## config.mk

```make
export PLATFORM = sky130hd
export DESIGN_NAME = fdc_bus_bridge
export DESIGN_NICKNAME = d
export VERILOG_FILES = /design/src/rtl/fdc_bus_bridge.sv
export SDC_FILE = /design/constraint.sdc
export NUM_CORES = 1
export LEC_CHECK = 0
export BUFFER_PORTS_ARGS = -buffer_cell sky130_fd_sc_hd__buf_2
export CAP_MARGIN = 20
export CORE_MARGIN = 2
export CORE_UTILIZATION = 52
export CTS_BUF_LIST = sky130_fd_sc_hd__clkbuf_8
export DETAILED_ROUTE_END_ITERATION = 10
export PLACE_DENSITY = 0.95
export SYNTH_ARGS = -nofsm -noshare
export SYNTH_HDL_FRONTEND = slang
export SYNTH_SLANG_ARGS = --single-unit
export TNS_END_PERCENT = 30
```

## constraint.sdc

```tcl
create_clock -name CLK -period 4.7 [get_ports CLK]
set_input_delay 0.47 -clock CLK [delete_from_list [all_inputs] [get_ports CLK]]
set_output_delay 0.47 -clock CLK [all_outputs]
set_load 0.05 [all_outputs]
```

## src/rtl/fdc_bus_bridge.sv

```systemverilog
// rtl/fdc_bus_bridge.sv - CPU-to-WD1793 front end: control register, CE divider, strobe sync, drive routing
module fdc_bus_bridge #(
    parameter int          NUM_DRIVES    = 4,
    parameter int          CE_DIV        = 7,
    parameter int          SYNC_STAGES   = 2,
    parameter logic [19:0] DS_THRESHOLD  = 20'd368640,
    parameter int          MOTOR_TIMEOUT = 0
) (
    input  logic                      CLK,
    input  logic                      RESET_N,
    input  logic                      dragon,
    input  logic [1:0]                ADDRESS,
    input  logic [7:0]                DATA_IN,
    input  logic                      CTRL_WR_STB,
    input  logic                      CTRL_RD,
    input  logic                      WD_RD_CTRL,
    input  logic                      WD_WR_CTRL,
    output logic [7:0]                DATA_OUT,
    output logic                      wd_ce,
    output logic [NUM_DRIVES-1:0]     wd_rd,
    output logic [NUM_DRIVES-1:0]     wd_wr,
    output logic [1:0]                wd_addr,
    output logic [7:0]                wd_din,
    input  logic [8*NUM_DRIVES-1:0]   wd_dout,
    input  logic [NUM_DRIVES-1:0]     wd_drq,
    input  logic [NUM_DRIVES-1:0]     wd_intrq,
    input  logic [NUM_DRIVES-1:0]     img_mounted,
    input  logic                      img_readonly,
    input  logic [19:0]               img_size,
    output logic [NUM_DRIVES-1:0]     drive_wp,
    output logic [NUM_DRIVES-1:0]     drive_ready,
    output logic [NUM_DRIVES-1:0]     drive_side,
    output logic                      HALT,
    output logic                      NMI_09,
    output logic                      FIRQ,
    output logic                      motor_on,
    output logic [7:0]                overrun_cnt
);

    localparam logic [5:0]  CE_LAST  = 6'(CE_DIV - 1);
    localparam logic [23:0] MOT_LOAD = 24'(MOTOR_TIMEOUT);
    localparam bit          MOT_EN   = (MOTOR_TIMEOUT > 0);

    typedef enum logic [1:0] {
        ST_IDLE = 2'd0,
        ST_PEND = 2'd1,
        ST_HOLD = 2'd2
    } acc_state_e;

    // Divider
    logic [5:0] ce_cnt_q, ce_cnt_d;

    // Control register fields
    logic [2:0] sel_q, sel_d;
    logic [2:0] dsel_q, dsel_d;
    logic       motor_q, motor_d;
    logic       wprec_q, wprec_d;
    logic       dens_q, dens_d;
    logic       side_q, side_d;
    logic       halt_q, halt_d;
    logic       wr_motor;

    // Motor timeout
    logic [23:0] mot_cnt_q, mot_cnt_d;
    logic        mot_expire;

    // Strobe synchronisers: top bit is the delayed copy of the last stage
    logic [SYNC_STAGES:0] rd_sync_q, wr_sync_q;
    logic                 rd_edge, wr_edge, any_edge;

    // Access FSM
    acc_state_e state_q, state_d;
    logic       acc_wr_q, acc_wr_d;
    logic [2:0] acc_sel_q, acc_sel_d;
    logic [1:0] addr_q, addr_d;
    logic [7:0] din_q, din_d;
    logic [7:0] ovr_q, ovr_d;

    // Selected-drive view
    logic       sel_drq, sel_intrq;
    logic [7:0] sel_dout;

    // Mount tracking survives CPU reset; only power-up clears it
    logic [NUM_DRIVES-1:0] mnt_prev_q = '0;
    logic [NUM_DRIVES-1:0] wp_q       = '0;
    logic [NUM_DRIVES-1:0] rdy_q      = '0;
    logic [NUM_DRIVES-1:0] ds_q       = '0;

    assign wd_ce    = (ce_cnt_q == CE_LAST);
    assign rd_edge  = rd_sync_q[SYNC_STAGES-1] & ~rd_sync_q[SYNC_STAGES];
    assign wr_edge  = wr_sync_q[SYNC_STAGES-1] & ~wr_sync_q[SYNC_STAGES];
    assign any_edge = rd_edge | wr_edge;

    // Divider next count: free-running 0..CE_DIV-1
    always_comb begin
        ce_cnt_d = (ce_cnt_q == CE_LAST) ? 6'd0 : ce_cnt_q + 6'd1;
    end

    // Mux DRQ/INTRQ/read data from the selected drive; out-of-range selects read as 0
    always_comb begin
        sel_drq   = 1'b0;
        sel_intrq = 1'b0;
        sel_dout  = 8'h00;
        for (int i = 0; i < NUM_DRIVES; i++) begin
            if (sel_q == 3'(i)) begin
                sel_drq   = wd_drq[i];
                sel_intrq = wd_intrq[i];
                sel_dout  = wd_dout[8*i +: 8];
            end
        end
    end

    // Control register decode, halt enable and motor timeout next state
    always_comb begin
        sel_d     = sel_q;
        dsel_d    = dsel_q;
        motor_d   = motor_q;
        wprec_d   = wprec_q;
        dens_d    = dens_q;
        side_d    = side_q;
        halt_d    = halt_q;
        wr_motor  = dragon ? DATA_IN[2] : DATA_IN[3];
        mot_cnt_d = mot_cnt_q;
        mot_expire = MOT_EN && motor_q && (mot_cnt_q == 24'd0);

        if (CTRL_WR_STB) begin
            dsel_d  = DATA_IN[2:0];
            motor_d = wr_motor;
            wprec_d = DATA_IN[4];
            dens_d  = DATA_IN[5];
            if (dragon) begin
                sel_d  = {1'b0, DATA_IN[1:0]};
                side_d = 1'b0;
            end else begin
                side_d = DATA_IN[6];
                if (DATA_IN[0])      sel_d = 3'd0;
                else if (DATA_IN[1]) sel_d = 3'd1;
                else if (DATA_IN[2]) sel_d = 3'd2;
                else if (DATA_IN[6]) sel_d = 3'd3;
            end
        end else if (mot_expire) begin
            motor_d = 1'b0;
        end

        // A pending interrupt on the selected drive always kills halt
        if (sel_intrq)        halt_d = 1'b0;
        else if (CTRL_WR_STB) halt_d = DATA_IN[7];

        if ((CTRL_WR_STB && wr_motor) || any_edge) begin
            mot_cnt_d = MOT_LOAD;
        end else if (wd_ce && motor_q && (mot_cnt_q != 24'd0)) begin
            mot_cnt_d = mot_cnt_q - 24'd1;
        end
    end

    // Access FSM next state: one access in flight, extra edges counted as overruns
    always_comb begin
        state_d   = state_q;
        acc_wr_d  = acc_wr_q;
        acc_sel_d = acc_sel_q;
        addr_d    = addr_q;
        din_d     = din_q;
        ovr_d     = ovr_q;
        case (state_q)
            ST_IDLE: begin
                if (any_edge) begin
                    acc_wr_d  = wr_edge;
                    acc_sel_d = sel_q;
                    addr_d    = ADDRESS;
                    din_d     = DATA_IN;
                    state_d   = ST_PEND;
                end
            end
            ST_PEND: begin
                if (wd_ce) state_d = ST_HOLD;
            end
            ST_HOLD: begin
                state_d = ST_IDLE;
            end
            default: begin
                state_d = ST_IDLE;
            end
        endcase
        if ((state_q != ST_IDLE) && any_edge && (ovr_q != 8'hFF)) begin
            ovr_d = ovr_q + 8'd1;
        end
    end

    // Per-drive strobes decoded from the FSM so reset drops them immediately
    always_comb begin
        wd_rd = '0;
        wd_wr = '0;
        if (state_q != ST_IDLE) begin
            for (int i = 0; i < NUM_DRIVES; i++) begin
                if (acc_sel_q == 3'(i)) begin
                    wd_wr[i] = acc_wr_q;
                    wd_rd[i] = ~acc_wr_q;
                end
            end
        end
    end

    // Side select reaches only the selected drive and only for double-sided images
    always_comb begin
        drive_side = '0;
        for (int i = 0; i < NUM_DRIVES; i++) begin
            drive_side[i] = ds_q[i] & side_q & (sel_q == 3'(i));
        end
    end

    // CPU read data priority: control register, then WD data, else zero
    always_comb begin
        if (CTRL_RD) begin
            DATA_OUT = dragon ? 8'h00 : {halt_q, side_q, dens_q, wprec_q, motor_q, dsel_q};
        end else if (WD_RD_CTRL) begin
            DATA_OUT = sel_dout;
        end else begin
            DATA_OUT = 8'h00;
        end
    end

    // All CPU-reset state
    always_ff @(posedge CLK or negedge RESET_N) begin
        if (!RESET_N) begin
            ce_cnt_q  <= 6'd0;
            sel_q     <= 3'd0;
            dsel_q    <= 3'd0;
            motor_q   <= 1'b0;
            wprec_q   <= 1'b0;
            dens_q    <= 1'b0;
            side_q    <= 1'b0;
            halt_q    <= 1'b0;
            mot_cnt_q <= 24'd0;
            rd_sync_q <= '0;
            wr_sync_q <= '0;
            state_q   <= ST_IDLE;
            acc_wr_q  <= 1'b0;
            acc_sel_q <= 3'd0;
            addr_q    <= 2'd0;
            din_q     <= 8'h00;
            ovr_q     <= 8'h00;
        end else begin
            ce_cnt_q  <= ce_cnt_d;
            sel_q     <= sel_d;
            dsel_q    <= dsel_d;
            motor_q   <= motor_d;
            wprec_q   <= wprec_d;
            dens_q    <= dens_d;
            side_q    <= side_d;
            halt_q    <= halt_d;
            mot_cnt_q <= mot_cnt_d;
            rd_sync_q <= {rd_sync_q[SYNC_STAGES-1:0], WD_RD_CTRL};
            wr_sync_q <= {wr_sync_q[SYNC_STAGES-1:0], WD_WR_CTRL};
            state_q   <= state_d;
            acc_wr_q  <= acc_wr_d;
            acc_sel_q <= acc_sel_d;
            addr_q    <= addr_d;
            din_q     <= din_d;
            ovr_q     <= ovr_d;
        end
    end

    // Capture image properties on each mount pulse rising edge
    always_ff @(posedge CLK) begin
        mnt_prev_q <= img_mounted;
        for (int i = 0; i < NUM_DRIVES; i++) begin
            if (img_mounted[i] && !mnt_prev_q[i]) begin
                wp_q[i]  <= img_readonly;
                rdy_q[i] <= (img_size != 20'd0);
                ds_q[i]  <= (img_size > DS_THRESHOLD);
            end
        end
    end

    assign wd_addr     = addr_q;
    assign wd_din      = din_q;
    assign drive_wp    = wp_q;
    assign drive_ready = rdy_q;
    assign HALT        = halt_q & ~sel_drq;
    assign FIRQ        = sel_drq;
    assign NMI_09      = dens_q & sel_intrq;
    assign motor_on    = motor_q;
    assign overrun_cnt = ovr_q;

endmodule

```

==> qor.csv <==
metric,value,unit
insertion_delay,0.34,ns
postCtsHoldBufs,0,
ys_ff_latch,61,
gp_congestion,0.811,
grt_usage,0.228,
path_class,register to output pin,
synth_seq_area_share,0.543,
ir_drop,0.326,mV
syn-num-nets,299,
fin_util,0.705,
drt-total-wl,6.79,mm
async_flop_share,0.738,
min_period_over_period,0.573,
num_antenna_cells,0,
finalCriticalPeriod,2.69,ns
finalSetupViolCount,0,
cts.clk_slew.worst_paths,0.07,ns
cp.arrival,2.22,ns
numCtsBuffers,9,
placed_area,0.00358,mm²
worst_setup_path_start_kind,register,
crit_chain,"mux4_1, a22o_1, buf_2",
io_pins,133,
areaGrowthSynthToFinish,32.9,%
vias,2305,
rows,27,
regToRegEndpoint,overrun_cnt[1]$_DFFE_PN0P_,
netlist_area,0.00288,mm²
post_drt_wl_per_cell,15.8,µm
endpoint,DATA_OUT[6],
drtPass1Iterations,4,
die_x,78.5,µm
grt_pass1_wl,10.6,mm
worstSetupEndpointType,output pin,
final_hold_viol_count,0,
die_height,78.5,µm
drtIter0Drc,100,
synthFlopType,dfrtp_1,
start_util,0.530,
cts_resized,0,
tightest_slew,0.747,ns
max_freq,371,MHz
cellPowerDensity,463,mW/mm²
port_buffers,132,
coreArea,0.00544,mm²
hold_slack,0.235,ns
drc,0,
synthDistinctLibCells,49,
maxCapViolations,0,
tns,0,ns
slowest_delay,0.83,ns
dp_hpwl,5.16,mm
clkSinkCount,61,
run_status,completed,
fin_skew,0.0109,ns
final_antenna_net_count,0,
cts_tree,built,
power.leakage,0.00180,µW
slew_viol_final,0,
cp_max_fo,16,
design_area,0.00383,mm²
drive_above_1_share,0.518,
grt_max_degree,46,
die-area,0.00616,mm²
ff2ff_setup_slack,2.95,ns
crit_required,4.23,ns
rsz0062_at_grt,no,
antenna_found_initial,0,
cts_htree_levels,3,
synth_edf_count,12,
hold_class,primary input to register,
r2r-start,overrun_cnt[0]$_DFFE_PN0P_,
postCtsSetupBuffers,0,
clockBufferDepth,2,
critPathLaunch,sel_q[0]$_DFFE_PN0P_,
yosysWarnings,0,
fin_nets,437,
synth_cells,214,
r2r.worst_path.cells,4,
max_slew_margin,0.502,
grt-ovfl-total,0,
root_buffer,clkbuf_8,
dp_cells,411,
grt_pass1_vias,2268,
viasPerCell,5.37,
slowest_stage,dfrtp_1,
avgSynthCellArea,13.5,µm²
final_cells,429,
==> state kept, by name, summed over array words and instances (netlist names), 2 cells and up <==
name,cells
drive_ready,4
drive_wp,4
wr_sync_q,3
wd_addr,2
state_q,2
rd_sync_q,3
ds_q,4
ce_cnt_q,6
mnt_prev_q,4
wd_din,8
sel_q,2
acc_sel_q,2
dsel_q,3
overrun_cnt,8
==> worst min path at each step <==
| stage | startpoint | endpoint | cells after the start |
|---|---|---|---|
| 6_report | img_mounted[0] | mnt_prev_q[0]$_DFF_P_ | 1 |
| 2_1_floorplan | RESET_N | acc_sel_q[0]$_DFFE_PN0P_ | 0 |
| 3_3_place_gp | rd_sync_q[0]$_DFF_PN0_ | rd_sync_q[1]$_DFF_PN0_ | 0 |
| 3_5_place_dp | rd_sync_q[0]$_DFF_PN0_ | rd_sync_q[1]$_DFF_PN0_ | 0 |
| 5_1_grt | img_mounted[0] | mnt_prev_q[0]$_DFF_P_ | 1 |
| 4_1_cts | img_mounted[0] | mnt_prev_q[0]$_DFF_P_ | 1 |
==> layout by cell type, fill, tap and decap left out, drive strengths merged, types with 2 or more instances in the layout <==
master and instances:
a21oi 3, a22o 9, a32oi 2, and4 2, buf 133, bufinv 2, clkbuf 9, clkinv 3
dfrtp 45, dfxtp 4, edfxtp 12, ha 3, inv 4, mux2 19, mux2i 2, mux4 10
nand2 13, nand2b 2, nand3 6, nor2 14, nor2b 9, nor3 10, nor4 5, nor4b 4
o21ai 6, xnor2 3, xor2 6
==> routing by layer <==
layer,GRT usage,up-vias,wire (µm)
met2,0.384,102,3490
li1,-,1088,-
met3,0.0816,12,536
met4,0.0789,0,118
met1,0.271,1103,2650
met5,0,-,0
==> kinds of logic (layout without fill, tap and decap cells) <==
group	Yosys count	count (layout)	share of synthesized area
simple gates	73	73	0.148
flops	61	61	0.543
mux	31	31	0.163
compound gates	27	27	0.0829
buf+inv	10	153	0.0226
xor+xnor	9	9	0.0273
fa+ha+maj	3	3	0.0130
==> critical path: cells and delay by family, from the launching register on <==
| kind | cells | cell delay (ns) |
|---|---|---|
| DFF | 1 | 0.83 |
| muxes | 1 | 0.64 |
| AOI/OAI and AO/OA | 1 | 0.21 |
| buffers and inverters | 1 | 0.20 |
==> Yosys cell counts, types with 2 or more instances <==
| cell type | instances | area, µm² |
|---|---|---|
| dfrtp_1 | 45 | 1130 |
| mux2_2 | 19 | 214 |
| nand2_1 | 13 | 48.8 |
| nor2_1 | 13 | 48.8 |
| edfxtp_1 | 12 | 360 |
| a22o_1 | 9 | 78.8 |
| nor3_1 | 9 | 45.0 |
| nor2b_1 | 8 | 50.1 |
| mux4_2 | 7 | 158 |
| nand3_1 | 6 | 30.0 |
| xor2_1 | 6 | 52.6 |
| o21ai_0 | 5 | 25.0 |
| dfxtp_1 | 4 | 80.1 |
| nor4_1 | 4 | 25.0 |
| a21oi_1 | 3 | 15.0 |
| buf_1 | 3 | 11.3 |
| ha_1 | 3 | 37.5 |
| inv_1 | 3 | 11.3 |
| mux4_1 | 3 | 78.8 |
| nor4b_1 | 3 | 26.3 |
| xnor2_1 | 3 | 26.3 |
| a32oi_1 | 2 | 17.5 |
| and4_1 | 2 | 17.5 |
| buf_6 | 2 | 22.5 |
| mux2i_1 | 2 | 20.0 |
| nand2b_1 | 2 | 12.5 |
==> area by class of cell <==
class | instances | area [µm²]
clock buffer | 9 | 124
clock inverter | 7 | 98.8
fill | 392 | 1610
inverter | 3 | 11.3
multi-input combinational | 143 | 1250
sequential | 61 | 1570
tap | 72 | 90.1
timing repair buffer | 134 | 691
==> stage by stage <==
stage	worst slack, ns	power, µW
floorplan	1.89	1120
global placement	2.38	1250
finish	2.01	1780
CTS	1.96	1790
detailed placement	2.33	1270
global route	1.87	1850
==> power breakdown <==
| group | total, µW | internal [µW] | switching [µW] |
|---|---|---|---|
| sequential | 692 | 611 | 81.6 |
| combinational | 568 | 180 | 388 |
| clock | 516 | 301 | 215 |
(Power assumes the default switching activity.)
